$ cat src/rtl/sprite_compositor_if.sv
// Signal bundle for sprite_compositor: pixel stream in/out, sprite attribute writes,
// frightened-mode control and the per-sprite bitmap ROM port.
interface sprite_compositor_if #(
   parameter int NUM_SPRITES = 4,
   parameter int COORD_W     = 10
);
   localparam int IDX_W = (NUM_SPRITES > 1) ? $clog2(NUM_SPRITES) : 1;

   logic                     frame_start;
   logic                     pixel_valid;
   logic [COORD_W-1:0]       DrawX;
   logic [COORD_W-1:0]       DrawY;
   logic [23:0]              bg_rgb;
   logic                     wr_en;
   logic [IDX_W-1:0]         wr_idx;
   logic [COORD_W-1:0]       wr_x;
   logic [COORD_W-1:0]       wr_y;
   logic [23:0]              wr_color;
   logic                     wr_enable;
   logic [1:0]               wr_flip;
   logic [NUM_SPRITES-1:0]   ghost_mask;
   logic                     fright_start;
   logic [NUM_SPRITES*3-1:0] row_addr;
   logic [NUM_SPRITES*8-1:0] row_data;
   logic                     fright_active;
   logic [7:0]               Red;
   logic [7:0]               Green;
   logic [7:0]               Blue;
   logic                     out_valid;

   modport master (
      output frame_start, pixel_valid, DrawX, DrawY, bg_rgb,
             wr_en, wr_idx, wr_x, wr_y, wr_color, wr_enable, wr_flip,
             ghost_mask, fright_start, row_data,
      input  row_addr, fright_active, Red, Green, Blue, out_valid
   );

   modport slave (
      input  frame_start, pixel_valid, DrawX, DrawY, bg_rgb,
             wr_en, wr_idx, wr_x, wr_y, wr_color, wr_enable, wr_flip,
             ghost_mask, fright_start, row_data,
      output row_addr, fright_active, Red, Green, Blue, out_valid
   );
endinterface

$ cat src/rtl/sprite_compositor.sv
// Pipelined sprite overlay: double-buffered attributes, priority compositing and frightened-ghost
// recolouring. Defining SPRITE_MIRROR_EN adds per-sprite hflip/vflip storage and mapping.
module sprite_compositor #(
   parameter int NUM_SPRITES   = 4,
   parameter int COORD_W       = 10,
   parameter int FRIGHT_FRAMES = 360,
   parameter int BLINK_FRAMES  = 120
) (
   input  logic               Clk,
   input  logic               Reset,
   sprite_compositor_if.slave bus
);
   localparam int CNT_W = $clog2(FRIGHT_FRAMES + 1);
   localparam int HI_W  = COORD_W - 2;

   typedef struct packed {
      logic               en;
      logic [COORD_W-1:0] x;
      logic [COORD_W-1:0] y;
      logic [23:0]        color;
`ifdef SPRITE_MIRROR_EN
      logic [1:0]         flip;
`endif
   } attr_t;

   localparam attr_t ATTR_ZERO = {$bits(attr_t){1'b0}};

   attr_t                  shadow_r     [NUM_SPRITES];
   attr_t                  active_r     [NUM_SPRITES];
   attr_t                  shadow_nxt_s [NUM_SPRITES];
   logic [COORD_W:0]       dx_s         [NUM_SPRITES];
   logic [COORD_W:0]       dy_s         [NUM_SPRITES];
   logic [NUM_SPRITES-1:0] hit_s;

   logic                   s1_valid_r;
   logic [23:0]            s1_bg_r;
   logic [NUM_SPRITES-1:0] s1_hit_r;
   logic [2:0]             s1_dx_r [NUM_SPRITES];
`ifdef SPRITE_MIRROR_EN
   logic [NUM_SPRITES-1:0] s1_hflip_r;
`endif

   logic [NUM_SPRITES-1:0] pix_s;
   logic [2:0]             col_s;
   logic [7:0]             row_byte_s;
   logic [23:0]            win_color_s;
   logic                   win_ghost_s;
   logic [23:0]            comp_color_s;

   logic [CNT_W-1:0]       fright_cnt_r;
   logic [CNT_W-1:0]       fright_nxt_s;
   logic                   fright_active_r;
   logic [23:0]            out_rgb_r;
   logic                   out_valid_r;

   // Shadow bank with this cycle's write folded in; this is also what a frame start commits.
   always_comb begin
      for (int i = 0; i < NUM_SPRITES; i++) begin
         shadow_nxt_s[i] = shadow_r[i];
         if (bus.wr_en && (32'(bus.wr_idx) == 32'(i))) begin
            shadow_nxt_s[i].en    = bus.wr_enable;
            shadow_nxt_s[i].x     = bus.wr_x;
            shadow_nxt_s[i].y     = bus.wr_y;
            shadow_nxt_s[i].color = bus.wr_color;
`ifdef SPRITE_MIRROR_EN
            shadow_nxt_s[i].flip  = bus.wr_flip;
`endif
         end else begin
            shadow_nxt_s[i] = shadow_r[i];
         end
      end
   end

   // Shadow and active attribute banks.
   always_ff @(posedge Clk) begin
      if (Reset) begin
         for (int i = 0; i < NUM_SPRITES; i++) begin
            shadow_r[i] <= ATTR_ZERO;
            active_r[i] <= ATTR_ZERO;
         end
      end else begin
         for (int i = 0; i < NUM_SPRITES; i++) begin
            shadow_r[i] <= shadow_nxt_s[i];
            if (bus.frame_start) begin
               active_r[i] <= shadow_nxt_s[i];
            end
         end
      end
   end

   // Stage 0: sprite-relative offsets, hit test and ROM row addressing.
   always_comb begin
      hit_s        = {NUM_SPRITES{1'b0}};
      bus.row_addr = {(NUM_SPRITES*3){1'b0}};
      for (int i = 0; i < NUM_SPRITES; i++) begin
         dx_s[i] = {1'b0, bus.DrawX} - {1'b0, active_r[i].x};
         dy_s[i] = {1'b0, bus.DrawY} - {1'b0, active_r[i].y};
         // A borrow sets the top bit, so DrawX < x never aliases into the 0..7 window.
         hit_s[i] = active_r[i].en && (dx_s[i][COORD_W:3] == {HI_W{1'b0}})
                                   && (dy_s[i][COORD_W:3] == {HI_W{1'b0}});
`ifdef SPRITE_MIRROR_EN
         bus.row_addr[3*i +: 3] = active_r[i].flip[1] ? ~dy_s[i][2:0] : dy_s[i][2:0];
`else
         bus.row_addr[3*i +: 3] = dy_s[i][2:0];
`endif
      end
   end

   // Stage 0 -> 1 pipeline register.
   always_ff @(posedge Clk) begin
      if (Reset) begin
         s1_valid_r <= 1'b0;
         s1_bg_r    <= 24'h000000;
         s1_hit_r   <= {NUM_SPRITES{1'b0}};
         for (int i = 0; i < NUM_SPRITES; i++) begin
            s1_dx_r[i] <= 3'd0;
         end
`ifdef SPRITE_MIRROR_EN
         s1_hflip_r <= {NUM_SPRITES{1'b0}};
`endif
      end else begin
         s1_valid_r <= bus.pixel_valid;
         s1_bg_r    <= bus.bg_rgb;
         s1_hit_r   <= hit_s;
         for (int i = 0; i < NUM_SPRITES; i++) begin
            s1_dx_r[i] <= dx_s[i][2:0];
`ifdef SPRITE_MIRROR_EN
            s1_hflip_r[i] <= active_r[i].flip[0];
`endif
         end
      end
   end

   // Stage 1: bitmap column select, priority pick (index 0 wins) and frightened recolour.
   always_comb begin
      pix_s        = {NUM_SPRITES{1'b0}};
      col_s        = 3'd0;
      row_byte_s   = 8'h00;
      win_color_s  = s1_bg_r;
      win_ghost_s  = 1'b0;
      comp_color_s = s1_bg_r;
      for (int i = NUM_SPRITES - 1; i >= 0; i--) begin
`ifdef SPRITE_MIRROR_EN
         col_s = s1_hflip_r[i] ? s1_dx_r[i] : (3'd7 - s1_dx_r[i]);
`else
         col_s = 3'd7 - s1_dx_r[i];
`endif
         row_byte_s  = bus.row_data[8*i +: 8];
         pix_s[i]    = s1_hit_r[i] & row_byte_s[col_s];
         win_color_s = pix_s[i] ? active_r[i].color : win_color_s;
         win_ghost_s = pix_s[i] ? bus.ghost_mask[i] : win_ghost_s;
      end
      if (win_ghost_s && fright_active_r) begin
         comp_color_s = ((fright_cnt_r <= CNT_W'(BLINK_FRAMES)) && fright_cnt_r[3])
                        ? 24'hFFFFFF : 24'h0000FF;
      end else begin
         comp_color_s = win_color_s;
      end
   end

   // Frightened timer next value: a (re)trigger beats the per-frame decrement.
   always_comb begin
      if (bus.fright_start) begin
         fright_nxt_s = CNT_W'(FRIGHT_FRAMES);
      end else if (bus.frame_start && (fright_cnt_r != {CNT_W{1'b0}})) begin
         fright_nxt_s = fright_cnt_r - {{(CNT_W-1){1'b0}}, 1'b1};
      end else begin
         fright_nxt_s = fright_cnt_r;
      end
   end

   // Frightened timer state.
   always_ff @(posedge Clk) begin
      if (Reset) begin
         fright_cnt_r    <= {CNT_W{1'b0}};
         fright_active_r <= 1'b0;
      end else begin
         fright_cnt_r    <= fright_nxt_s;
         fright_active_r <= (fright_nxt_s != {CNT_W{1'b0}});
      end
   end

   // Stage 2: registered pixel output.
   always_ff @(posedge Clk) begin
      if (Reset) begin
         out_rgb_r   <= 24'h000000;
         out_valid_r <= 1'b0;
      end else begin
         out_valid_r <= s1_valid_r;
         if (s1_valid_r) begin
            out_rgb_r <= comp_color_s;
         end
      end
   end

   assign bus.Red           = out_rgb_r[23:16];
   assign bus.Green         = out_rgb_r[15:8];
   assign bus.Blue          = out_rgb_r[7:0];
   assign bus.out_valid     = out_valid_r;
   assign bus.fright_active = fright_active_r;
endmodule

$ cat src/flat_wrapper.sv
// flat-port wrapper written by rule: the top's interface ports become plain ports
module sprite_compositor_flat 
#(
   parameter int NUM_SPRITES   = 4,
   parameter int COORD_W       = 10,
   parameter int FRIGHT_FRAMES = 360,
   parameter int BLINK_FRAMES  = 120
)
  (Clk, Reset, bus_frame_start, bus_pixel_valid, bus_DrawX, bus_DrawY, bus_bg_rgb, bus_wr_en, bus_wr_idx, bus_wr_x, bus_wr_y, bus_wr_color, bus_wr_enable, bus_wr_flip, bus_ghost_mask, bus_fright_start, bus_row_data, bus_row_addr, bus_fright_active, bus_Red, bus_Green, bus_Blue, bus_out_valid);
  sprite_compositor_if #(.NUM_SPRITES(NUM_SPRITES), .COORD_W(COORD_W)) bus_i ();
  input  logic Clk;
  input  logic Reset;
  input wire logic [$bits(bus_i.frame_start)-1:0] bus_frame_start;
  input wire logic [$bits(bus_i.pixel_valid)-1:0] bus_pixel_valid;
  input wire logic [$bits(bus_i.DrawX)-1:0] bus_DrawX;
  input wire logic [$bits(bus_i.DrawY)-1:0] bus_DrawY;
  input wire logic [$bits(bus_i.bg_rgb)-1:0] bus_bg_rgb;
  input wire logic [$bits(bus_i.wr_en)-1:0] bus_wr_en;
  input wire logic [$bits(bus_i.wr_idx)-1:0] bus_wr_idx;
  input wire logic [$bits(bus_i.wr_x)-1:0] bus_wr_x;
  input wire logic [$bits(bus_i.wr_y)-1:0] bus_wr_y;
  input wire logic [$bits(bus_i.wr_color)-1:0] bus_wr_color;
  input wire logic [$bits(bus_i.wr_enable)-1:0] bus_wr_enable;
  input wire logic [$bits(bus_i.wr_flip)-1:0] bus_wr_flip;
  input wire logic [$bits(bus_i.ghost_mask)-1:0] bus_ghost_mask;
  input wire logic [$bits(bus_i.fright_start)-1:0] bus_fright_start;
  input wire logic [$bits(bus_i.row_data)-1:0] bus_row_data;
  output wire logic [$bits(bus_i.row_addr)-1:0] bus_row_addr;
  output wire logic [$bits(bus_i.fright_active)-1:0] bus_fright_active;
  output wire logic [$bits(bus_i.Red)-1:0] bus_Red;
  output wire logic [$bits(bus_i.Green)-1:0] bus_Green;
  output wire logic [$bits(bus_i.Blue)-1:0] bus_Blue;
  output wire logic [$bits(bus_i.out_valid)-1:0] bus_out_valid;
  assign bus_i.frame_start = bus_frame_start;
  assign bus_i.pixel_valid = bus_pixel_valid;
  assign bus_i.DrawX = bus_DrawX;
  assign bus_i.DrawY = bus_DrawY;
  assign bus_i.bg_rgb = bus_bg_rgb;
  assign bus_i.wr_en = bus_wr_en;
  assign bus_i.wr_idx = bus_wr_idx;
  assign bus_i.wr_x = bus_wr_x;
  assign bus_i.wr_y = bus_wr_y;
  assign bus_i.wr_color = bus_wr_color;
  assign bus_i.wr_enable = bus_wr_enable;
  assign bus_i.wr_flip = bus_wr_flip;
  assign bus_i.ghost_mask = bus_ghost_mask;
  assign bus_i.fright_start = bus_fright_start;
  assign bus_i.row_data = bus_row_data;
  assign bus_row_addr = bus_i.row_addr;
  assign bus_fright_active = bus_i.fright_active;
  assign bus_Red = bus_i.Red;
  assign bus_Green = bus_i.Green;
  assign bus_Blue = bus_i.Blue;
  assign bus_out_valid = bus_i.out_valid;
  sprite_compositor #(.NUM_SPRITES(NUM_SPRITES), .COORD_W(COORD_W), .FRIGHT_FRAMES(FRIGHT_FRAMES), .BLINK_FRAMES(BLINK_FRAMES)) u_core (.Clk(Clk), .Reset(Reset), .bus(bus_i));
endmodule
$ cat config.mk
export PLATFORM = sky130hd
export DESIGN_NAME = sprite_compositor_flat
export DESIGN_NICKNAME = d
export VERILOG_FILES = /design/src/rtl/sprite_compositor_if.sv /design/src/rtl/sprite_compositor.sv /design/src/flat_wrapper.sv
export SDC_FILE = /design/constraint.sdc
export NUM_CORES = 1
export LEC_CHECK = 0
export BUFFER_PORTS_ARGS = -buffer_cell sky130_fd_sc_hd__clkbuf_2
export CAP_MARGIN = 5
export CORE_ASPECT_RATIO = 0.5
export CORE_MARGIN = 8
export CORE_UTILIZATION = 37
export CTS_BUF_LIST = sky130_fd_sc_hd__clkbuf_4
export DETAILED_ROUTE_END_ITERATION = 6
export PLACE_DENSITY = 0.65
export SKIP_CTS_REPAIR_TIMING = 1
export SLEW_MARGIN = 0
export SYNTH_ARGS = -nofsm -noshare
export SYNTH_HDL_FRONTEND = slang
export SYNTH_SLANG_ARGS = --single-unit
$ cat constraint.sdc
create_clock -name Clk -period 4.65 [get_ports Clk]
set_input_delay 0.2325 -clock Clk [delete_from_list [all_inputs] [get_ports Clk]]
set_output_delay 0.2325 -clock Clk [all_outputs]
set_load 0.02 [all_outputs]
==> results.py <==
metrics = {
    "clocking": {
        "cts_buffers": 103,
        "cts_root_buffer": "clkbuf_4",
        "clk_pin_slew_ns": 0.07,
        "htree_num_levels": 3,
        "cts_buffer_depth": 3,
        "clkLatencyLatePin_ns": 0.80,
        "numClockSinks": 436,
        "cts_tree": "built",
    },
    "sta": {
        "clock_skew_ns": 0.0325,
        "finalSetupTns_ns": 0,
        "maxSlewViolCount": 0,
        "finalSetupViolCount": 0,
        "period_needed_ns": 3.20,
        "max_freq_ghz": 0.312,
        "max_slew.worst_pin.slew_ns": 1.06,
        "period_share_pct": 68.9,
        "rsz0062_at_grt": "no",
        "hold_viol": 0,
        "relSlewSlack_pct": 29.0,
    },
    "power_and_ir_drop": {
        "power.density_nw_per_um2": 361,
        "p_leak_uw": 0.00967,
        "p_switching_uw": 2290,
        "clkPwrFrac_pct": 37.6,
        "p_comb_share_pct": 13.1,
        "p_int_uw": 6300,
        "p_seq_share_pct": 49.3,
        "p_sw_share_pct": 26.7,
        "vdd_drop_max_mv": 0.143,
    },
    "cells_and_area": {
        "fin_util_pct": 44.4,
        "syn_to_final_growth_pct": 18.5,
        "nNetsFinal": 2570,
        "post_route_cells_drive_above_1_share_pct": 17.0,
        "final_common_cell": "nand2_1",
        "layout_common_cells": "384 x nand2_1, 256 x dfxtp_1, 214 x a21oi_1, 186 x and2_1, 180 x edfxtp_1",
    },
    "worst_setup_path": {
        "cp-start-kind": "flop",
        "arrival_ns": 3.88,
        "crit_path_end_kind": "flop",
        "worstSetupPathType": "reg -> reg",
        "crit_chain": "mux4_2 -> nand3b_1 -> nand2_1 -> buf_4 -> o41ai_4 -> a41oi_4 -> a211oi_1",
        "critPathRequiredTime_ns": 5.33,
        "crit_path_max_incr_delay_ns": 0.54,
        "crit_buf_inv": 1,
        "critPathTopFamily": "compound AO/OA/AOI/OAI gates",
        "cp_slowest_cell": "mux4_2",
        "cp_max_fo": 16,
    },
    "floorplanning": {
        "initial_core_util_pct": 37.4,
        "die_y_um": 181,
        "core_area_um2": 53700,
        "num_io_pins": 173,
        "dieArea_um2": 62500,
        "die_w_um": 346,
        "std_cell_rows": 60,
    },
    "routing": {
        "via_per_inst": 5.00,
        "drc": 0,
        "routed_wl_um": 56400,
        "ant_nets": 0,
        "firstDrtPassIters": 5,
        "route.vias.total": 15747,
        "drt_iter0_drc": 978,
        "wire_per_inst_um": 17.9,
    },
    "grt": {
        "grt_overflow": 0,
        "grt_pass1_wl_um": 85500,
        "grt_usage_pct": 17.1,
        "antenna_found_initial": 4,
        "grt_max_degree": 202,
        "grt_pass1_vias": 15314,
    },
    "min_path": {
        "min_path_type": "in -> reg",
    },
    "yosys": {
        "ys_seq_area_share_pct": 52.4,
        "synth_nets": 2306,
        "yosysWarnings": 0,
        "synth_ff_type": "dfxtp_1",
        "ys_seq_elements": 436,
        "async_flop_share_pct": 0,
        "synth_edf_count": 180,
        "syn_inst": 2081,
        "postSynthAreaPerCell_um2": 9.65,
        "syn_area_um2": 20100,
        "synth_cell_types": 70,
    },
    "status": {
        "status": "finished clean",
    },
    "place": {
        "place.port_buffers": 170,
        "place.gp.congestion": 0.935,
        "dpl.hpwl_um": 34700,
    },
    "job": {
        "drv_cap": 0,
    },
}
[logic make-up (layout without fill, tap and decap cells)]
kind of cell    after synthesis  in the layout  share of synthesized area, %
simple gates                839            839                          20.0
other cells                   0              3                             0
mux                          42             42                          2.57
compound gates              420            420                          13.5
buf+inv                     220            574                          4.17
flops                       436            436                          52.4
fa+ha+maj                    90             90                          5.90
xor+xnor                     34             34                          1.48
[through the flow]
stage | std cells | setup slack, ns | hold slack, ns | area, µm² | total power, µW
after floorplan | 2081 | 1.16 | 0.361 | 20100 | 5010
after global placement | 2877 | 1.50 | 0.439 | 21600 | 5350
after detailed placement | 2877 | 1.44 | 0.445 | 21600 | 5380
after CTS | 3072 | 1.44 | -0.441 | 23000 | 8590
after global routing | 3151 | 1.30 | 0.0286 | 23800 | 8960
final | 3151 | 1.45 | 0.0532 | 23800 | 8590
[routing by layer]
| layer | track usage (%) | part of all wire (%) | up-vias |
|---|---|---|---|
| li1 | - | - | 7737 |
| met4 | 6.94 | 3.0 | 0 |
| met5 | 0 | 0 | - |
| met2 | 30.4 | 50 | 346 |
| met3 | 2.64 | 4.0 | 99 |
| met1 | 20.6 | 43 | 7565 |
[final cells by class]
class / count / area, µm²
sequential: 436 / 10500
tap: 713 / 892
clock buffer: 168 / 1260
clock inverter: 27 / 136
timing repair buffer: 266 / 1800
inverter: 113 / 424
antenna: 3 / 7.51
multi-input combinational: 1425 / 8760
fill: 5128 / 29900
[Yosys cell counts (all sizes together) (29+ instances only)]
| cell type | number | area share, % |
|---|---|---|
| nand2 | 385 | 7.2 |
| mux2i | 29 | 1.4 |
| edfxtp | 180 | 27 |
| nor2b | 45 | 1.4 |
| ha | 82 | 5.1 |
| and2 | 186 | 5.8 |
| o21ai | 37 | 0.94 |
| inv | 112 | 2.1 |
| a21oi | 214 | 5.3 |
| nor3 | 32 | 0.80 |
| a211oi | 30 | 1.4 |
| nor2 | 108 | 2.0 |
| dfxtp | 256 | 26 |
| clkbuf | 93 | 1.7 |
[tightest hold or removal path: stages]
cell and delay, ns:
clkbuf_2 0.20, nor2_4 0.19, nand2_1 0.11, a21oi_1 0.06
[state kept, by name, summed over array words and instances (netlist names), 4 cells and up]
signal               flops
u_core.active_r        180
u_core.s1_dx_r          12
u_core.s1_bg_r          24
u_core.fright_cnt_r      9
u_core.s1_hit_r          4
u_core.shadow_r        180
u_core.out_rgb_r        24
[path summary, 6_finish.rpt]
| kind | from | end | slack [ns] | cells past startpoint |
|---|---|---|---|---|
| setup reg to reg | u_core.s1_dx_r[0][0] | u_core.out_rgb_r[18] | 1.45 | 7 |
| hold / removal | bus_wr_idx[0] | u_core.shadow_r[2][1] | 0.05 | 4 |
| hold reg to reg | u_core.shadow_r[3][10] | u_core.shadow_r[3][10] | 0.45 | 2 |
| setup / recovery | u_core.s1_dx_r[0][0] | u_core.out_rgb_r[18] | 1.45 | 7 |
[power by group through the flow]
stage / combinational (µW) / sequential, µW / clock (µW)
floorplan: 694 / 4310 / 0
global placement: 1040 / 4310 / 0
detailed placement: 1060 / 4320 / 0
CTS: 1070 / 4230 / 3300
global route: 1230 / 4250 / 3480
finish: 1120 / 4230 / 3230
Note: power is estimated with default switching activity, not from simulation.
